===== src/rtl/lcd_bus_writer.sv =====
// lcd_bus_writer: write-only HD44780-style LCD bus sequencer.
// Each accepted write is sent as one strobe (byte mode, BUS_W=8) or as two
// strobes, high nibble first (nibble mode, BUS_W=4). The strobe is framed by
// setup/hold intervals and followed by an execution wait. The wait is long
// (T_LONG) for clear/home commands (rs=0, data 0x01..0x03) and T_WAIT otherwise.
//
// Ports:
//   clk       clock
//   reset     synchronous, active-high reset
//   in_valid  write request
//   in_ready  block can accept a write (IDLE only)
//   in_rs     register select of the write (0 command, 1 data)
//   in_data   byte to write
//   lcd_rs    LCD register select, held until the next accept
//   lcd_rw    LCD read/write, tied to 0 (write only)
//   lcd_e     LCD enable strobe
//   lcd_d     LCD data bus (byte or nibble)
//   busy      complement of in_ready
module lcd_bus_writer #(
  parameter int BUS_W   = 8,
  parameter int T_SETUP = 2,
  parameter int T_PULSE = 12,
  parameter int T_HOLD  = 2,
  parameter int T_WAIT  = 2000,
  parameter int T_LONG  = 80000
) (
  input  logic             clk,
  input  logic             reset,
  input  logic             in_valid,
  output logic             in_ready,
  input  logic             in_rs,
  input  logic [7:0]       in_data,
  output logic             lcd_rs,
  output logic             lcd_rw,
  output logic             lcd_e,
  output logic [BUS_W-1:0] lcd_d,
  output logic             busy
);

  // 20 bits covers every legal wait length (up to 2^20-1 cycles).
  localparam int CNT_W = 20;
  localparam logic [CNT_W-1:0] CNT_ZERO = {CNT_W{1'b0}};
  localparam logic [CNT_W-1:0] CNT_ONE  = CNT_W'(1);
  // Counters are loaded with length-1 and count down to zero.
  localparam logic [CNT_W-1:0] SETUP_LD = CNT_W'(T_SETUP - 1);
  localparam logic [CNT_W-1:0] PULSE_LD = CNT_W'(T_PULSE - 1);
  localparam logic [CNT_W-1:0] HOLD_LD  = CNT_W'(T_HOLD - 1);
  localparam logic [CNT_W-1:0] WAIT_LD  = CNT_W'(T_WAIT - 1);
  localparam logic [CNT_W-1:0] LONG_LD  = CNT_W'(T_LONG - 1);
  localparam logic NIBBLE = 1'(BUS_W == 4);

  typedef enum logic [2:0] {
    IDLE  = 3'd0,
    SETUP = 3'd1,
    PULSE = 3'd2,
    HOLD  = 3'd3,
    WAIT  = 3'd4
  } state_t;

  state_t           state_r, state_s;
  logic [CNT_W-1:0] cnt_r, cnt_s;
  logic             phase_r, phase_s;   // 1 while sending the low nibble
  logic             rs_r, rs_s;
  logic [7:0]       data_r, data_s;
  logic [3:0]       nib_s;
  logic [7:0]       bus_s;

  // Clear-display and return-home commands need the long execution wait.
  function automatic logic is_long_cmd(input logic rs, input logic [7:0] d);
    is_long_cmd = (rs == 1'b0) && (d >= 8'd1) && (d <= 8'd3);
  endfunction

  // Next-state, counter and capture logic.
  always_comb begin
    state_s = state_r;
    cnt_s   = cnt_r;
    phase_s = phase_r;
    rs_s    = rs_r;
    data_s  = data_r;
    case (state_r)
      IDLE: begin
        if (in_valid && in_ready) begin
          state_s = SETUP;
          cnt_s   = SETUP_LD;
          phase_s = 1'b0;
          rs_s    = in_rs;
          data_s  = in_data;
        end else begin
          state_s = IDLE;
        end
      end
      SETUP: begin
        if (cnt_r == CNT_ZERO) begin
          state_s = PULSE;
          cnt_s   = PULSE_LD;
        end else begin
          cnt_s = cnt_r - CNT_ONE;
        end
      end
      PULSE: begin
        if (cnt_r == CNT_ZERO) begin
          state_s = HOLD;
          cnt_s   = HOLD_LD;
        end else begin
          cnt_s = cnt_r - CNT_ONE;
        end
      end
      HOLD: begin
        if (cnt_r == CNT_ZERO) begin
          if (NIBBLE && !phase_r) begin
            // Second half of a nibble transfer: low nibble goes out next.
            state_s = SETUP;
            cnt_s   = SETUP_LD;
            phase_s = 1'b1;
          end else begin
            state_s = WAIT;
            cnt_s   = is_long_cmd(rs_r, data_r) ? LONG_LD : WAIT_LD;
          end
        end else begin
          cnt_s = cnt_r - CNT_ONE;
        end
      end
      WAIT: begin
        if (cnt_r == CNT_ZERO) begin
          state_s = IDLE;
        end else begin
          cnt_s = cnt_r - CNT_ONE;
        end
      end
      default: begin
        state_s = IDLE;
        cnt_s   = CNT_ZERO;
      end
    endcase
  end

  // Bus value derived from the next-cycle capture so it is registered in step
  // with the state; it stays put while data/phase are unchanged (WAIT, IDLE).
  always_comb begin
    nib_s = phase_s ? data_s[3:0] : data_s[7:4];
    if (NIBBLE) begin
      bus_s = {4'h0, nib_s};
    end else begin
      bus_s = data_s;
    end
  end

  // State, capture and registered outputs.
  always_ff @(posedge clk) begin
    if (reset) begin
      state_r  <= IDLE;
      cnt_r    <= CNT_ZERO;
      phase_r  <= 1'b0;
      rs_r     <= 1'b0;
      data_r   <= 8'h00;
      in_ready <= 1'b0;
      busy     <= 1'b1;
      lcd_e    <= 1'b0;
      lcd_rs   <= 1'b0;
      lcd_d    <= {BUS_W{1'b0}};
    end else begin
      state_r  <= state_s;
      cnt_r    <= cnt_s;
      phase_r  <= phase_s;
      rs_r     <= rs_s;
      data_r   <= data_s;
      in_ready <= (state_s == IDLE);
      busy     <= (state_s != IDLE);
      lcd_e    <= (state_s == PULSE);
      lcd_rs   <= rs_s;
      lcd_d    <= bus_s[BUS_W-1:0];
    end
  end

  // Write-only interface.
  assign lcd_rw = 1'b0;

endmodule


===== config.mk =====
export PLATFORM = sky130hd
export DESIGN_NAME = lcd_bus_writer
export DESIGN_NICKNAME = d
export VERILOG_FILES = /design/src/rtl/lcd_bus_writer.sv
export SDC_FILE = /design/constraint.sdc
export NUM_CORES = 1
export LEC_CHECK = 0
export CAP_MARGIN = 20
export CORE_UTILIZATION = 50
export DETAILED_ROUTE_END_ITERATION = 10
export PLACE_DENSITY = 0.77
export SYNTH_ARGS = -nofsm -noshare
export SYNTH_HDL_FRONTEND = slang
export SYNTH_SLANG_ARGS = --single-unit
export TNS_END_PERCENT = 50

===== constraint.sdc =====
create_clock -name clk -period 4.4 [get_ports clk]
set_clock_uncertainty 0.05 [all_clocks]
set_input_delay 0.88 -clock clk [delete_from_list [all_inputs] [get_ports clk]]
set_output_delay 0.88 -clock clk [all_outputs]
set_load 0.1 [all_outputs]

==> results of run 1 <==
==> final cells by class <==
type                            count  share of cell area (%)
Multi-Input combinational cell    208                   53.32
Sequential cell                    35                   29.98
Tap cell                           48                   2.570
Clock inverter                      2                  0.5353
Timing Repair Buffer               23                   9.850
Clock buffer                        6                   3.105
Inverter                            4                  0.6424
==> routing by layer <==
layer	track usage, %	routed length (µm)	vias up
met5	0	0	-
met2	40.43	2314	82
met1	33.83	2381	927
li1	-	-	991
met4	10.37	95	0
met3	7.586	363	14
==> kinds of logic (layout without fill, tap and decap cells) <==
kind of cell | Yosys count | in the layout | share of synthesized area (%)
simple gates | 119 | 119 | 31.57
compound gates | 79 | 79 | 24.74
flops | 35 | 35 | 34.13
buf+inv | 17 | 35 | 5.179
xor+xnor | 7 | 7 | 2.986
fa+ha+maj | 2 | 2 | 1.219
other cells | 1 | 1 | 0.1826
==> layout by cell type, fill, tap and decap left out, drive strengths merged, types with 3 or more instances in the layout <==
cell type       n
nor4            8
o211ai          4
nand2b          3
and2            5
dfxtp          35
o21ai          27
nor3           12
nand2          33
nand4           5
or4             3
clkdlybuf4s50  23
xor2            5
nor2b           3
inv             4
a31oi           6
clkbuf          6
a21oi          21
nand3           8
nor2           27
or3             5
==> worst max path at each step <==
stage / from / end / slack, ps / cells past startpoint
after CTS: data_r[0]$_SDFFE_PP0P_ / lcd_d[0] / 1640 / 1
after floorplan: data_r[6]$_SDFFE_PP0P_ / cnt_r[5]$_SDFFE_PP0P_ / 2230 / 6
after global placement: reset / cnt_r[11]$_SDFFE_PP0P_ / 1590 / 4
final: data_r[0]$_SDFFE_PP0P_ / lcd_d[0] / 1640 / 1
after detailed placement: in_valid / cnt_r[10]$_SDFFE_PP0P_ / 1570 / 7
after global routing: data_r[0]$_SDFFE_PP0P_ / lcd_d[0] / 1590 / 1
==> sequential cells by signal (all words and copies together) (netlist names) <==
| name | count |
|---|---|
| busy | 1 |
| cnt_r | 20 |
| data_r | 8 |
| in_ready | 1 |
| lcd_e | 1 |
| rs_r | 1 |
| state_r | 3 |
==> per-stage QoR <==
stage	utilization, %	setup WS [ps]	instance area, µm²
6_report	61.53	1637	2337
2_1_floorplan	-	2233	2053
5_1_grt	61.53	1593	2337
3_3_place_gp	59.29	1591	2252
3_5_place_dp	59.29	1569	2252
4_1_cts	61.53	1637	2337
==> results.cfg, run 1 <==
[layout]
final_nets = 291
fillerInstances = 371
antenna_cells = 0
multi_input_area_um2 = 1246
finalNonFillerCells = 326
areaGrowthSynthToFinish_pct = 13.83
ff_latch_area_um2 = 700.7
drive_gt1_share_pct = 6.475

[floorplanning]
die_x_um = 66.08
ios = 25
dieArea_um2 = 4367
die_h_um = 66.08
initial_core_util_pct = 54.05
row_count = 22
core_area_um2 = 3799

[sta]
fin_setup_tns_ps = 0
fmax_ghz = 0.3619
worstMarginPinSlew_ps = 1119
rsz0062_at_grt = no
finalSetupViolations = 0
holdWs_ps = 432.9
finalCriticalPeriod_ps = 2763
finalHoldViolCount = 0
slew_headroom_pct = 25.16
maxSlewViolCount = 0
period_share_pct = 62.80

[placed_design]
place_congestion = 0.9246
io_buffers = 23
dpl.cell_count = 318
dp_hpwl_um = 3697

[clocking]
clockBufferDepth = 2
clk_pin_slew_ps = 70
clk_latency_ps = 290
post_cts_buffers = 0
clockRootBuffer = clkbuf_8
ctsResizeCount = 0
cts_tree = done
clock-sinks = 35
cts_hold_buf = 0
cts_buffers = 5
h-tree-depth = 2

[min_path]
min_to = cnt_r[15]$_SDFFE_PP0P_
min_path_cells = 2
hold_start = cnt_r[15]$_SDFFE_PP0P_
hold_path.class = register to register

[global_routing]
antenna_found_initial = 0
grt_max_degree = 30
grt_pass1_vias = 1855
grt_overflow = 0
grt_first_pass_wirelength_um = 8645
track_usage_pct = 26.11

[critical_path]
cp_max_fo = 4
critPathBufInv = 1
required_ps = 3470
crit_chain = clkdlybuf4s50_1
rr_startpoint = cnt_r[0]$_SDFFE_PP0P_
worstPathArrival_ps = 1830
end_kind = output pin
cp-start-kind = register
reg2reg_to = cnt_r[17]$_SDFFE_PP0P_
crit_family = buffers and inverters
slowest_stage = clkdlybuf4s50_1
crit_path_max_incr_delay_ps = 1160
critPathKind = register to output pin
r2r_cells = 8
regToRegSetupSlack_ps = 2050

[synth]
yosys.area.top_type_share_pct = 34.13
yosysMostFrequentCell = dfxtp_1
synthTopCellsByArea = dfxtp_1 34%, o21ai_0 6.1%, nand2_1 6.0%
avgSynthCellArea_um2 = 7.897
synth-edff-count = 0
yosys-top-cells-count = 35 x dfxtp_1, 33 x nand2_1, 26 x nor2_1
synth_area_um2 = 2053
synthFlopType = dfxtp_1
ys_seq_area_share_pct = 34.13
ys_warn_count = 0
syn_nets = 274
synth_cell_type_count = 55
syn_inst = 260
ys_seq_elements = 35
synth_top_area_cell = dfxtp_1
synth-async-reset-ratio_pct = 0

[routing]
routed_wl_um = 5155
drtAntennaViolNets = 0
drcViolationCount = 0
dr.pass1.iters = 4
vias = 2014
wire_per_inst_um = 15.81
vias_per_cell = 6.178
drt_iter0_drc = 154

[status]
status = finished clean

[flow_run]
maxCapViolCount = 0
Power of run 1 is not shown: default switching activity piles up to over one toggle a cycle in this logic, so the estimate is an artifact.
==> inputs of run 2 (changes only) <==
Settings changed: PLACE_DENSITY 0.77 to 0.8.
Clock period 4.4 ns to 2.3 ns, I/O delays scaled along.
==> results.cfg, run 2 (synthesis gave the netlist of run 1 again) <==
[critical_path]
cp_max_fo = 9
slowest_stage = nor4_4
crit_family = simple AND/OR/NAND/NOR gates
crit_chain = nor4_4, nand4_4, or2_1, nor3_4, buf_4, a221oi_1, o21ai_0
worstPathArrival_ps = 2330
critPathKind = register to register
required_ps = 2460
cp-start-kind = register
critPathBufInv = 1
crit_path_max_incr_delay_ps = 430
end_kind = register

[min_path]
hold_path.class = register to register

[layout]
final_cell_mix = 35 x dfxtp_1, 33 x nand2_1, 26 x buf_4, 25 x nor2_1, 23 x o21ai_0
largest_reg_flops = 20
top_register = cnt_r
largestRegisters = cnt_r (20), data_r (8), state_r (3)
final_common_cell = dfxtp_1
final_nets = 305
finalNonFillerCells = 340
areaGrowthSynthToFinish_pct = 20.84
antenna_cells = 0
drive_gt1_share_pct = 16.10
fillerInstances = 318

[sta]
rsz0062_at_grt = no
period_share_pct = 94.34
finalSetupViolations = 0
finalHoldViolCount = 0
fin_setup_tns_ps = 0
fmax_ghz = 0.4609
finalCriticalPeriod_ps = 2170
maxSlewViolCount = 0

[clocking]
clockBufferDepth = 2
clk_latency_ps = 290
cts_tree = done
clockRootBuffer = clkbuf_8
post_cts_buffers = 0
clock-sinks = 35
clk_pin_slew_ps = 70
cts_buffers = 5
h-tree-depth = 2

[status]
status = finished clean

[global_routing]
track_usage_pct = 26.83
antenna_found_initial = 0
grt_overflow = 0
grt_first_pass_wirelength_um = 8997
grt_pass1_vias = 2036
grt_max_degree = 13

[routing]
routed_wl_um = 5166
drtAntennaViolNets = 0
dr.pass1.iters = 4
wire_per_inst_um = 15.19
vias_per_cell = 6.100
drcViolationCount = 0
drt_iter0_drc = 214
vias = 2074

[floorplanning]
dieArea_um2 = 4367
initial_core_util_pct = 54.05
die_h_um = 66.08
die_x_um = 66.08
ios = 25
core_area_um2 = 3799
row_count = 22

[flow_run]
maxCapViolCount = 0

[placed_design]
dpl.cell_count = 332
io_buffers = 23
dp_hpwl_um = 3874
place_congestion = 0.9146
-- run 2: changes by cell type in the layout (fill, tap and decap cells not counted), sizes merged --
cell	previous run	this run
clkinv	1	0
buf	0	26
clkbuf	6	5
bufinv	0	2
clkdlybuf4s50	23	11
-- run 2: metal layers --
metal | wire, µm | track usage, % | vias to the layer above
met3 | 315 | 6.379 | 8
li1 | - | - | 1016
met5 | 0 | 0 | -
met1 | 2302 | 32.95 | 970
met4 | 77 | 10.64 | 0
met2 | 2470 | 44.77 | 80
-- run 2: path summary, 6_finish.rpt --
path | startpoint | endpoint | slack, ps | cells past startpoint
worst max-delay path | cnt_r[11]$_SDFFE_PP0P_ | cnt_r[12]$_SDFFE_PP0P_ | 130 | 7
worst min-delay path | cnt_r[15]$_SDFFE_PP0P_ | cnt_r[15]$_SDFFE_PP0P_ | 430 | 2
worst max register to register | cnt_r[11]$_SDFFE_PP0P_ | cnt_r[12]$_SDFFE_PP0P_ | 130 | 7
worst min register to register | cnt_r[15]$_SDFFE_PP0P_ | cnt_r[15]$_SDFFE_PP0P_ | 430 | 2
-- run 2: layout make-up --
cell class	count	area [µm²]	area share [%]
flip-flops and latches	35	700.7	28.24
well taps	48	60.06	2.421
inverters	4	15.01	0.6051
clock inverters	3	67.56	2.723
clock buffers	5	68.82	2.774
multi-input cells	208	1264	50.93
repair buffers	37	305.3	12.30
-- run 2: metrics by stage --
step / utilization, % / setup WS (ps) / instance area (µm²) / hold slack [ps]
final: 65.32 / 130.1 / 2481 / 431.8
after global routing: 65.32 / 25.65 / 2481 / 456.2
after CTS: 64.86 / 125.2 / 2464 / 437.9
after detailed placement: 61.26 / -23.51 / 2327 / 426.8
after global placement: 61.26 / 40.52 / 2327 / 417.1
after floorplan: - / 132.9 / 2053 / 392.5
-- run 2: worst min-delay path: cells and delay by family (launching register included) --
family	cells	cell delay, ps
AOI/OAI and AO/OA	2	120
DFF	1	320
-- run 2: timing repair --
action / 4_1_cts / 5_1_grt
hold buffers: 0 / 0
setup endpoints to repair: 5 / 3
pin swaps: 0 / 3
gates resized for setup: 1 / 4
Power of run 2 is left out for the same reason.
